File: config.mk
export PLATFORM = sky130hd
export DESIGN_NAME = pipe_perf_counter_flat
export DESIGN_NICKNAME = d
export VERILOG_FILES = /design/src/rtl/pipe_perf_counter_if.sv /design/src/rtl/pipe_perf_counter.sv /design/src/flat_wrapper.sv
export SDC_FILE = /design/constraint.sdc
export NUM_CORES = 1
export LEC_CHECK = 0
export BUFFER_PORTS_ARGS = -buffer_cell sky130_fd_sc_hd__buf_2
export CELL_PAD_IN_SITES_DETAIL_PLACEMENT = 0
export CELL_PAD_IN_SITES_GLOBAL_PLACEMENT = 1
export CORE_MARGIN = 2
export CORE_UTILIZATION = 56
export CTS_BUF_LIST = sky130_fd_sc_hd__clkbuf_4
export DETAILED_ROUTE_END_ITERATION = 8
export PLACE_DENSITY_LB_ADDON = 0.1
export SLEW_MARGIN = 20
export SYNTH_ARGS = -nofsm -noshare
export SYNTH_HDL_FRONTEND = slang
export SYNTH_SLANG_ARGS = --single-unit
export TNS_END_PERCENT = 1
File: constraint.sdc
create_clock -name clk_i -period 20 [get_ports clk_i]
set_input_delay 4 -clock clk_i [delete_from_list [all_inputs] [get_ports clk_i]]
set_output_delay 4 -clock clk_i [all_outputs]
set_load 0.01 [all_outputs]
File: src/rtl/pipe_perf_counter_if.sv
// pipe_perf_counter_if
// Bundles the control strobes, event inputs and readback signals of
// pipe_perf_counter. The monitor takes the slave modport. Whatever drives
// the controls and reads the results (a bench or debug port) takes master.
//   start_i   level enable for counting
//   clear_i   synchronous clear of counters, flags and state
//   freeze_i  level pause request while running
//   snap_i    copy live counters into the shadow registers
//   event_i   per-channel event strobes
//   rd_sel_i  shadow select (NUM_CH selects the cycle counter)
//   rd_data_o selected shadow value
//   ovf_o     sticky overflow flags (bit NUM_CH = cycle counter)
//   state_o   00 IDLE, 01 RUN, 10 PAUSE, 11 DONE
//   done_o    high while in DONE
interface pipe_perf_counter_if #(
  parameter int NUM_CH = 4,
  parameter int CNT_W  = 32
);
  localparam int SEL_W = $clog2(NUM_CH + 1);

  logic              start_i;
  logic              clear_i;
  logic              freeze_i;
  logic              snap_i;
  logic [NUM_CH-1:0] event_i;
  logic [SEL_W-1:0]  rd_sel_i;
  logic [CNT_W-1:0]  rd_data_o;
  logic [NUM_CH:0]   ovf_o;
  logic [1:0]        state_o;
  logic              done_o;

  modport master (
    output start_i, clear_i, freeze_i, snap_i, event_i, rd_sel_i,
    input  rd_data_o, ovf_o, state_o, done_o
  );

  modport slave (
    input  start_i, clear_i, freeze_i, snap_i, event_i, rd_sel_i,
    output rd_data_o, ovf_o, state_o, done_o
  );
endinterface

File: src/rtl/pipe_perf_counter.sv
// pipe_perf_counter
// Performance monitor for the pipelined CPU. It counts RUN cycles and up to
// NUM_CH single-bit pipeline events. Optionally it stops after CYCLE_LIMIT
// counted cycles. Live counters can be snapshotted into shadow registers,
// and those shadows are read back combinationally.
// Ports:
//   clk_i  clock, all state updates on the rising edge
//   rst_i  asynchronous active-high reset
//   bus    pipe_perf_counter_if slave modport (controls, events, readback)
//
// state  | meaning
// -------+--------------------------------------------------------
// IDLE   | not counting, counts held; waits for start_i
// RUN    | cycle counter and event channels count every cycle
// PAUSE  | freeze_i held while running; events are dropped
// DONE   | cycle limit reached; held until clear_i or reset
module pipe_perf_counter #(
  parameter int              NUM_CH      = 4,
  parameter int              CNT_W       = 32,
  parameter int              SAT_MODE    = 0,
  parameter longint unsigned CYCLE_LIMIT = 64
) (
  input  logic                 clk_i,
  input  logic                 rst_i,
  pipe_perf_counter_if.slave   bus
);

  localparam int               NCNT     = NUM_CH + 1;
  localparam bit               LIMIT_EN = (CYCLE_LIMIT != 0);
  localparam logic [CNT_W-1:0] LIMIT_T  = CNT_W'(CYCLE_LIMIT);

  typedef enum logic [1:0] {
    S_IDLE  = 2'b00,
    S_RUN   = 2'b01,
    S_PAUSE = 2'b10,
    S_DONE  = 2'b11
  } state_t;

  state_t           state_q;
  logic             done_q;
  logic [CNT_W-1:0] cnt_q [NCNT];
  logic [CNT_W-1:0] cnt_d [NCNT];
  logic [CNT_W-1:0] shd_q [NCNT];
  logic [NCNT-1:0]  ovf_q;
  logic [NCNT-1:0]  ovf_d;
  logic [NCNT-1:0]  inc_en;
  logic             limit_hit;
  logic [CNT_W-1:0] rd_data;

  // The top bit is the cycle counter, which counts every RUN cycle.
  always_comb begin
    inc_en = '0;
    if (state_q == S_RUN) inc_en = {1'b1, bus.event_i};
  end

  // Increment with overflow handling. An increment at all-ones sets the
  // sticky flag, then either wraps to zero or saturates.
  always_comb begin
    ovf_d = ovf_q;
    for (int k = 0; k < NCNT; k++) begin
      cnt_d[k] = cnt_q[k];
      if (inc_en[k]) begin
        if (cnt_q[k] == {CNT_W{1'b1}}) begin
          ovf_d[k] = 1'b1;
          cnt_d[k] = (SAT_MODE != 0) ? {CNT_W{1'b1}} : {CNT_W{1'b0}};
        end else begin
          cnt_d[k] = cnt_q[k] + CNT_W'(1);
        end
      end
    end
  end

  // The limit is checked against the incremented value. The last counted
  // cycle therefore still records its events, and the move to DONE
  // happens on that same edge.
  assign limit_hit = LIMIT_EN && (cnt_d[NUM_CH] == LIMIT_T);

  always_ff @(posedge clk_i or posedge rst_i) begin
    if (rst_i) begin
      state_q <= S_IDLE;
      done_q  <= 1'b0;
      ovf_q   <= '0;
      for (int k = 0; k < NCNT; k++) begin
        cnt_q[k] <= '0;
        shd_q[k] <= '0;
      end
    end else begin
      // The snapshot takes the pre-edge values, so it wins over a clear
      // on the same edge.
      if (bus.snap_i) begin
        for (int k = 0; k < NCNT; k++) shd_q[k] <= cnt_q[k];
      end

      if (bus.clear_i) begin
        state_q <= S_IDLE;
        done_q  <= 1'b0;
        ovf_q   <= '0;
        for (int k = 0; k < NCNT; k++) cnt_q[k] <= '0;
      end else begin
        for (int k = 0; k < NCNT; k++) cnt_q[k] <= cnt_d[k];
        ovf_q <= ovf_d;
        unique case (state_q)
          S_IDLE: begin
            if (bus.start_i) state_q <= S_RUN;
          end
          S_RUN: begin
            if (!bus.start_i) begin
              state_q <= S_IDLE;
            end else if (limit_hit) begin
              state_q <= S_DONE;
              done_q  <= 1'b1;
            end else if (bus.freeze_i) begin
              state_q <= S_PAUSE;
            end
          end
          S_PAUSE: begin
            if (!bus.start_i)      state_q <= S_IDLE;
            else if (!bus.freeze_i) state_q <= S_RUN;
          end
          S_DONE: begin
            state_q <= S_DONE;
          end
          default: state_q <= S_IDLE;
        endcase
      end
    end
  end

  always_comb begin
    rd_data = '0;
    if (int'(bus.rd_sel_i) <= NUM_CH) rd_data = shd_q[bus.rd_sel_i];
  end

  assign bus.rd_data_o = rd_data;
  assign bus.ovf_o     = ovf_q;
  assign bus.state_o   = state_q;
  assign bus.done_o    = done_q;

endmodule

File: src/flat_wrapper.sv
// flat-port wrapper written by rule: the top's interface ports become plain ports
module pipe_perf_counter_flat 
#(
  parameter int              NUM_CH      = 4,
  parameter int              CNT_W       = 32,
  parameter int              SAT_MODE    = 0,
  parameter longint unsigned CYCLE_LIMIT = 64
)
  (clk_i, rst_i, bus_start_i, bus_clear_i, bus_freeze_i, bus_snap_i, bus_event_i, bus_rd_sel_i, bus_rd_data_o, bus_ovf_o, bus_state_o, bus_done_o);
  pipe_perf_counter_if #(.NUM_CH(NUM_CH), .CNT_W(CNT_W)) bus_i ();
  input  logic clk_i;
  input  logic rst_i;
  input wire logic [$bits(bus_i.start_i)-1:0] bus_start_i;
  input wire logic [$bits(bus_i.clear_i)-1:0] bus_clear_i;
  input wire logic [$bits(bus_i.freeze_i)-1:0] bus_freeze_i;
  input wire logic [$bits(bus_i.snap_i)-1:0] bus_snap_i;
  input wire logic [$bits(bus_i.event_i)-1:0] bus_event_i;
  input wire logic [$bits(bus_i.rd_sel_i)-1:0] bus_rd_sel_i;
  output wire logic [$bits(bus_i.rd_data_o)-1:0] bus_rd_data_o;
  output wire logic [$bits(bus_i.ovf_o)-1:0] bus_ovf_o;
  output wire logic [$bits(bus_i.state_o)-1:0] bus_state_o;
  output wire logic [$bits(bus_i.done_o)-1:0] bus_done_o;
  assign bus_i.start_i = bus_start_i;
  assign bus_i.clear_i = bus_clear_i;
  assign bus_i.freeze_i = bus_freeze_i;
  assign bus_i.snap_i = bus_snap_i;
  assign bus_i.event_i = bus_event_i;
  assign bus_i.rd_sel_i = bus_rd_sel_i;
  assign bus_rd_data_o = bus_i.rd_data_o;
  assign bus_ovf_o = bus_i.ovf_o;
  assign bus_state_o = bus_i.state_o;
  assign bus_done_o = bus_i.done_o;
  pipe_perf_counter #(.NUM_CH(NUM_CH), .CNT_W(CNT_W), .SAT_MODE(SAT_MODE), .CYCLE_LIMIT(CYCLE_LIMIT)) u_core (.clk_i(clk_i), .rst_i(rst_i), .bus(bus_i));
endmodule
==> impl_metrics.ini, run 1 <==
[timing]
tightest_slew_ns = 1.13
fin_crit_sh = 0.481
tns_ns = 0
maxSlewViolCount = 0
rsz0062_at_grt = no
layout_min_cycle_time_ns = 9.62
skew_ns = 0.0557
relSlewSlack = 0.246
hold_viol_final = 0
fmax_ghz = 0.104
setup_viol = 0

[power_and_ir_drop]
p_switching_uw = 327
p_int_uw = 995
sequentialPowerShare = 0.514
peakVddDrop_mv = 0.0511
leakagePower_uw = 0.00808
power_frac_clock = 0.438
cellPowerDensity_nw_per_um2 = 75.4
p_sw_frac = 0.247
p_comb_frac = 0.048

[synth]
syn_area_per_cell_sq_um = 10.9
yosys-top-cells-count = dfrtp_1 (328), nor2_1 (172), mux2_2 (161)
synth_most_common_cell = dfrtp_1
synthCells = 1467
ys_seq_elements = 328
synth_edf_count = 0
synth-main-ff-cell = dfrtp_1
synthArstFlopShare = 1.00
ys_seq_area_frac = 0.516
synth_area_leaders = dfrtp_1 (52%), mux2_2 (11%), mux4_2 (4.5%)
syn_nets = 1485
synth.distinct_cells = 63
synth_area_sq_um = 15900
yosysTopAreaCell = dfrtp_1
synth_top_area_frac = 0.516
yosysWarnings = 0

[worst_setup_path]
worstSetupPathType = input port to output port
cp_data_arrival_time_ns = 5.62
start_kind = input port
worstPathMaxFanout = 33
path_common_cell = buf_2
critical_path.max_stage_delay_ns = 0.59
slowest_stage = mux4_2
cpLargestDelayFamily = buffers and inverters
cp.buffers_inverters = 4
cp-end-kind = output port
path_cells = buf_2 -> buf_4 -> mux4_2 -> inv_1 -> o21ai_0 -> buf_2
crit_required_ns = 16.00

[clock_network]
postCtsHoldBufs = 0
numCtsBuffers = 89
clkTransAtPathRegs_ns = 0.06
clockBufferDepth = 3
cts_setup_buffers = 0
root_buffer = clkbuf_4
cts_tree = built
htreeDepth = 3
ctsResizeCount = 0
clock_latency_ns = 0.73
clock_sinks = 328

[outcome]
status = finished clean

[route]
wl_per_cell_um = 20.2
drt-vias-per-instance = 5.84
firstDrtPassIters = 7
drt-total-wl_um = 39900
drc = 0
num_vias = 11500
ant_nets = 0
drt_iter0_drc = 849

[global_routing]
grt_max_degree = 125
grt_pass1_vias = 11400
antenna_found_initial = 1
grt_pass1_wl_um = 64400
grt.overflow.total = 0
gr-usage-all-layers = 0.276

[place]
place_hpwl_um = 27800
dp_cells = 1827
port_buffers = 52
routabilityCongestion = 0.937

[layout]
fillers = 2358
layout-drive-gt1-share = 0.259
finalNetCount = 1559
final_cells = 1979
area_delta_synth_final_pct = 10.2

[die]
start_util = 0.571
die_x_um = 173
fp.dieH_um = 173
rows = 61
coreArea_sq_um = 27900
dieArea_sq_um = 29800
ioPinCount = 53

[job]
max_cap_violations = 0

[min_path]
hold_path_class = flop to flop
power groups by stage:
stage               clock (uW)  sequential, uW  combinational (uW)
floorplan                    0             688                47.1
global placement             0             691                64.4
detailed placement           0             691                64.9
CTS                        599             679                64.9
global route               640             679                71.2
finish                     579             679                63.9
worst paths after layout:
path                                            start                  end  slack, ns  depth (start not counted)
worst max-delay path                  bus_rd_sel_i[0]    bus_rd_data_o[31]      10.38                          6
worst min-delay path              u_core.bus.ovf_o[3]  u_core.bus.ovf_o[3]       0.48                          2
worst max register to register  u_core.bus.state_o[0]     u_core.cnt_q[51]      16.67                          9
worst min register to register    u_core.bus.ovf_o[3]  u_core.bus.ovf_o[3]       0.48                          2
max in group asynchronous                       rst_i    u_core.cnt_q[153]      14.89                          3
min in group asynchronous                       rst_i      u_core.cnt_q[4]       3.44                          2
tightest hold or removal path, stage by stage, from the launching register on:
cell and delay (ns):
dfrtp_1 0.33, nor2_1 0.05, nor2_1 0.07
stage by stage:
stage	hold slack (ns)	area, sq um	util	total power [uW]	setup WS [ns]
after detailed placement	0.480	16400	0.590	756	10.35
after floorplan	0.454	15900	-	735	6.92
after CTS	0.493	17500	0.629	1340	10.35
after global routing	0.514	17500	0.630	1390	10.25
final	0.484	17500	0.630	1320	10.38
after global placement	0.473	16400	0.590	755	10.36
cell families after synthesis:
family          count (synthesis)  share of synthesized area
compound gates                156                     0.0569
xor+xnor                      115                     0.0633
fa+ha+maj                       5                    0.00393
buf+inv                       124                     0.0306
flops                         328                      0.516
mux                           196                      0.161
simple gates                  543                      0.169
registers in the layout, summed over array words and instances (netlist names):
signal,flops
u_core.bus.done_o,1
u_core.cnt_q,160
u_core.shd_q,160
u_core.bus.state_o,2
u_core.bus.ovf_o,5
cell usage in the layout (no fill, tap or decap), types with 5 or more instances in the layout:
cell type    n
o21ai_0     86
o31ai_1      9
mux2_2     161
xor2_1      72
a21oi_1     28
clkbuf_4   134
and2_1      17
nor3_1      17
nor2_1     172
buf_2       51
nand3b_1     7
and4_1      12
inv_1       43
nor2b_1      5
buf_4       10
or2_2        8
ha_1         5
nand2_1    119
or3_1       15
nand3_1     58
mux4_2      32
nand4_1     37
clkinv_1     9
xnor2_1     43
nand2b_1    11
dfrtp_1    328
and3_1      29
nor4_1      11
metal layers:
| layer | vias up | global-route usage | routed length, um |
|---|---|---|---|
| li1 | 5321 | - | - |
| met1 | 5822 | 0.391 | 18600 |
| met2 | 320 | 0.423 | 18400 |
| met3 | 85 | 0.0499 | 1830 |
| met4 | 0 | 0.115 | 1140 |
| met5 | - | 0 | 0 |
cell type report:
class                           instances  area [sq um]  share of cell area
Multi-Input combinational cell       1015          7240               0.413
Timing Repair Buffer                   63           357              0.0203
Clock inverter                         16          87.6             0.00499
Antenna cell                            1          2.50            0.000143
Clock buffer                          134          1010              0.0573
Inverter                               44           173             0.00984
Sequential cell                       328          8210               0.468
Tap cell                              378           473              0.0270
No activity file was read; power rests on OpenSTA's default activity.
==> run 2, diff against run 1 <==
--- a/config.mk
+++ b/config.mk
@@ -5,11 +5,12 @@
 export SDC_FILE = /design/constraint.sdc
 export NUM_CORES = 1
 export LEC_CHECK = 0
+export ABC_AREA = 1
 export BUFFER_PORTS_ARGS = -buffer_cell sky130_fd_sc_hd__buf_2
 export CELL_PAD_IN_SITES_DETAIL_PLACEMENT = 0
 export CELL_PAD_IN_SITES_GLOBAL_PLACEMENT = 1
 export CORE_MARGIN = 2
-export CORE_UTILIZATION = 56
+export CORE_UTILIZATION = 49
 export CTS_BUF_LIST = sky130_fd_sc_hd__clkbuf_4
 export DETAILED_ROUTE_END_ITERATION = 8
 export PLACE_DENSITY_LB_ADDON = 0.1
==> constraint.sdc (replaced) <==
create_clock -name clk_i -period 9.42 [get_ports clk_i]
set_input_delay 1.884 -clock clk_i [delete_from_list [all_inputs] [get_ports clk_i]]
set_output_delay 1.884 -clock clk_i [all_outputs]
set_load 0.01 [all_outputs]
==> run 2 against run 1 <==
Compared with the run above: register-to-register slack got worse by 10 ns; first-iteration DRC count rose by 56%; global-route usage rose by 4.4 points; core utilization fell by 8.5 points; worst setup slack got worse by 7.0 ns; clock-buffer cell count fell by 2; worst hold slack improved by 0.0098 ns; sequential power rose by 120%; routed wire length rose by 40%; sequential share of layout area fell by 2.9 points; final cell count rose by 42%; largest power group unchanged.
==> impl_metrics.ini, run 2 <==
[worst_setup_path]
cp.buffers_inverters = 5
cp_data_arrival_time_ns = 4.16
critical_path.max_stage_delay_ns = 0.80
crit_required_ns = 7.54
path_cells = buf_2 -> inv_1 -> buf_4 -> nand3_1 -> buf_4 -> o22ai_1 -> buf_2
r2r_slack_ns = 6.32
worstSetupPathType = input port to output port
cpLargestDelayFamily = buffers and inverters
slowest_stage = buf_2
worstPathMaxFanout = 65
cp-end-kind = output port
start_kind = input port

[clock_network]
cts_setup_buffers = 0
clock_latency_ns = 0.80
clock_sinks = 328
numCtsBuffers = 93
ctsResizeCount = 0
postCtsHoldBufs = 0
clockBufferDepth = 3
cts_tree = built
clkTransAtPathRegs_ns = 0.06
htreeDepth = 3
root_buffer = clkbuf_4

[die]
start_util = 0.494
fp.dieH_um = 190
ioPinCount = 53
coreArea_sq_um = 34300
dieArea_sq_um = 36100
die_x_um = 190
rows = 68

[route]
wl_per_cell_um = 20.0
drc = 0
drt-vias-per-instance = 5.47
num_vias = 15300
ant_nets = 0
firstDrtPassIters = 6
drt-total-wl_um = 55900
drt_iter0_drc = 1328

[min_path]
hold_path_class = flop to flop

[synth]
synth_area_leaders = dfrtp_1 (48%), nand2_1 (9.4%), inv_1 (7.0%)
syn_nets = 2225
ys_seq_area_frac = 0.484
synthArstFlopShare = 1.00
synth_top_area_frac = 0.484
synthCells = 2207
synth-main-ff-cell = dfrtp_1
yosys-top-cells-count = nand2_1 (423), dfrtp_1 (328), inv_1 (318)
syn_area_per_cell_sq_um = 7.68
synth.distinct_cells = 46
ys_seq_elements = 328
synth_most_common_cell = nand2_1
yosysTopAreaCell = dfrtp_1
synth_edf_count = 0
yosysWarnings = 0
synth_area_sq_um = 16900

[power_and_ir_drop]
power_frac_clock = 0.431
p_int_uw = 2160
cellPowerDensity_nw_per_um2 = 160
sequentialPowerShare = 0.490
peakVddDrop_mv = 0.0927
p_comb_frac = 0.079
p_sw_frac = 0.278
leakagePower_uw = 0.00841
p_switching_uw = 832

[outcome]
status = finished clean

[place]
place_hpwl_um = 41000
port_buffers = 52
dp_slack_ns = 3.38
routabilityCongestion = 0.994

[layout]
final_cell_mix = nand2_1 (423), dfrtp_1 (328), inv_1 (316)
finalNetCount = 2300
final_common_cell = nand2_1
area_delta_synth_final_pct = 10.3
layout-drive-gt1-share = 0.118

[global_routing]
grt.overflow.total = 0
antenna_found_initial = 5
grt_pass1_wl_um = 87200
grt_max_degree = 163
grt_pass1_vias = 14800
gr-usage-all-layers = 0.320

[timing]
hold_viol_final = 0
layout_min_cycle_time_ns = 6.05
fin_crit_sh = 0.642
tns_ns = 0
fmax_ghz = 0.165
setup_viol = 0
skew_ns = 0.0698
hold-worst-slack_ns = 0.493
relSlewSlack = 0.284
setup_ws_ns = 3.37
maxSlewViolCount = 0
rsz0062_at_grt = no
tightest_slew_ns = 1.07

[job]
max_cap_violations = 0
-- run 2: cell count changes after synthesis, sizes merged, moves of 29 or more --
cell   previous run  this run
mux2            161        17
nor2            172       287
xor2             72        23
a21oi            28       163
nand3            59       100
nand2           119       436
mux4             32         0
o22ai             1        38
inv              44       324
xnor2            43        14
nor3             17        79
o21ai            86       214
-- run 2: area by class of cell --
class	instances	area, sq um
Fill cell	3405	15600
Sequential cell	328	8210
Antenna cell	3	7.51
Timing Repair Buffer	64	404
Tap cell	455	569
Inverter	325	1220
Clock inverter	24	126
Multi-Input combinational cell	1470	7170
Clock buffer	132	991
-- run 2: path summary, 6_finish.rpt --
check | startpoint | to | cells past startpoint
max | bus_rd_sel_i[0] | bus_rd_data_o[31] | 7
min | u_core.bus.ovf_o[3] | u_core.bus.ovf_o[3] | 2
max reg2reg | u_core.cnt_q[0] | u_core.bus.state_o[1] | 13
min reg2reg | u_core.bus.ovf_o[3] | u_core.bus.ovf_o[3] | 2
max in group asynchronous | rst_i | u_core.cnt_q[64] | 4
min in group asynchronous | rst_i | u_core.shd_q[34] | 2
-- run 2: metal layers --
layer	track usage	part of all wire	up-vias
met5	0	0.00030	-
met4	0.208	0.066	2
met3	0.0590	0.066	115
met2	0.478	0.44	535
met1	0.430	0.43	7322
li1	-	-	7355
-- run 2: cell families after synthesis --
kind of cell,share of synthesized area
xor gates and xnor gates,0.0191
AOI/OAI and AO/OA,0.137
adders and majority gates,0.00369
and+or+nand+nor,0.251
DFF,0.484
buffers and inverters,0.0928
muxes,0.0113
-- run 2: power by group through the flow --
| stage | Sequential (uW) | Combinational (uW) | Clock, uW |
|---|---|---|---|
| detailed placement | 1490 | 234 | 0 |
| global route | 1470 | 266 | 1400 |
| finish | 1470 | 236 | 1290 |
| CTS | 1470 | 235 | 1320 |
| floorplan | 1480 | 162 | 0 |
| global placement | 1490 | 233 | 0 |
-- run 2: worst register-to-register path, cell delays in order, from the launching register on --
cell and delay, ns:
dfrtp_1 0.43, ha_1 0.26, nand3_2 0.11, nor2_4 0.20, nand2_4 0.11, nor2_1 0.11, nand3_1 0.49, nand3_1 0.43
nand4_1 0.14, nor2_1 0.24, nand3_2 0.15, a21oi_2 0.16, nand3_1 0.08, nand2_1 0.09
-- run 2: metrics by stage --
step                      std cells  utilization  cell area, sq um  power [uW]
after floorplan                2207            -             16900        1640
final                          2801        0.545             18700        2990
after global routing           2800        0.545             18700        3130
after detailed placement       2640        0.511             17500        1730
after CTS                      2796        0.544             18600        3020
after global placement         2640        0.511             17500        1730
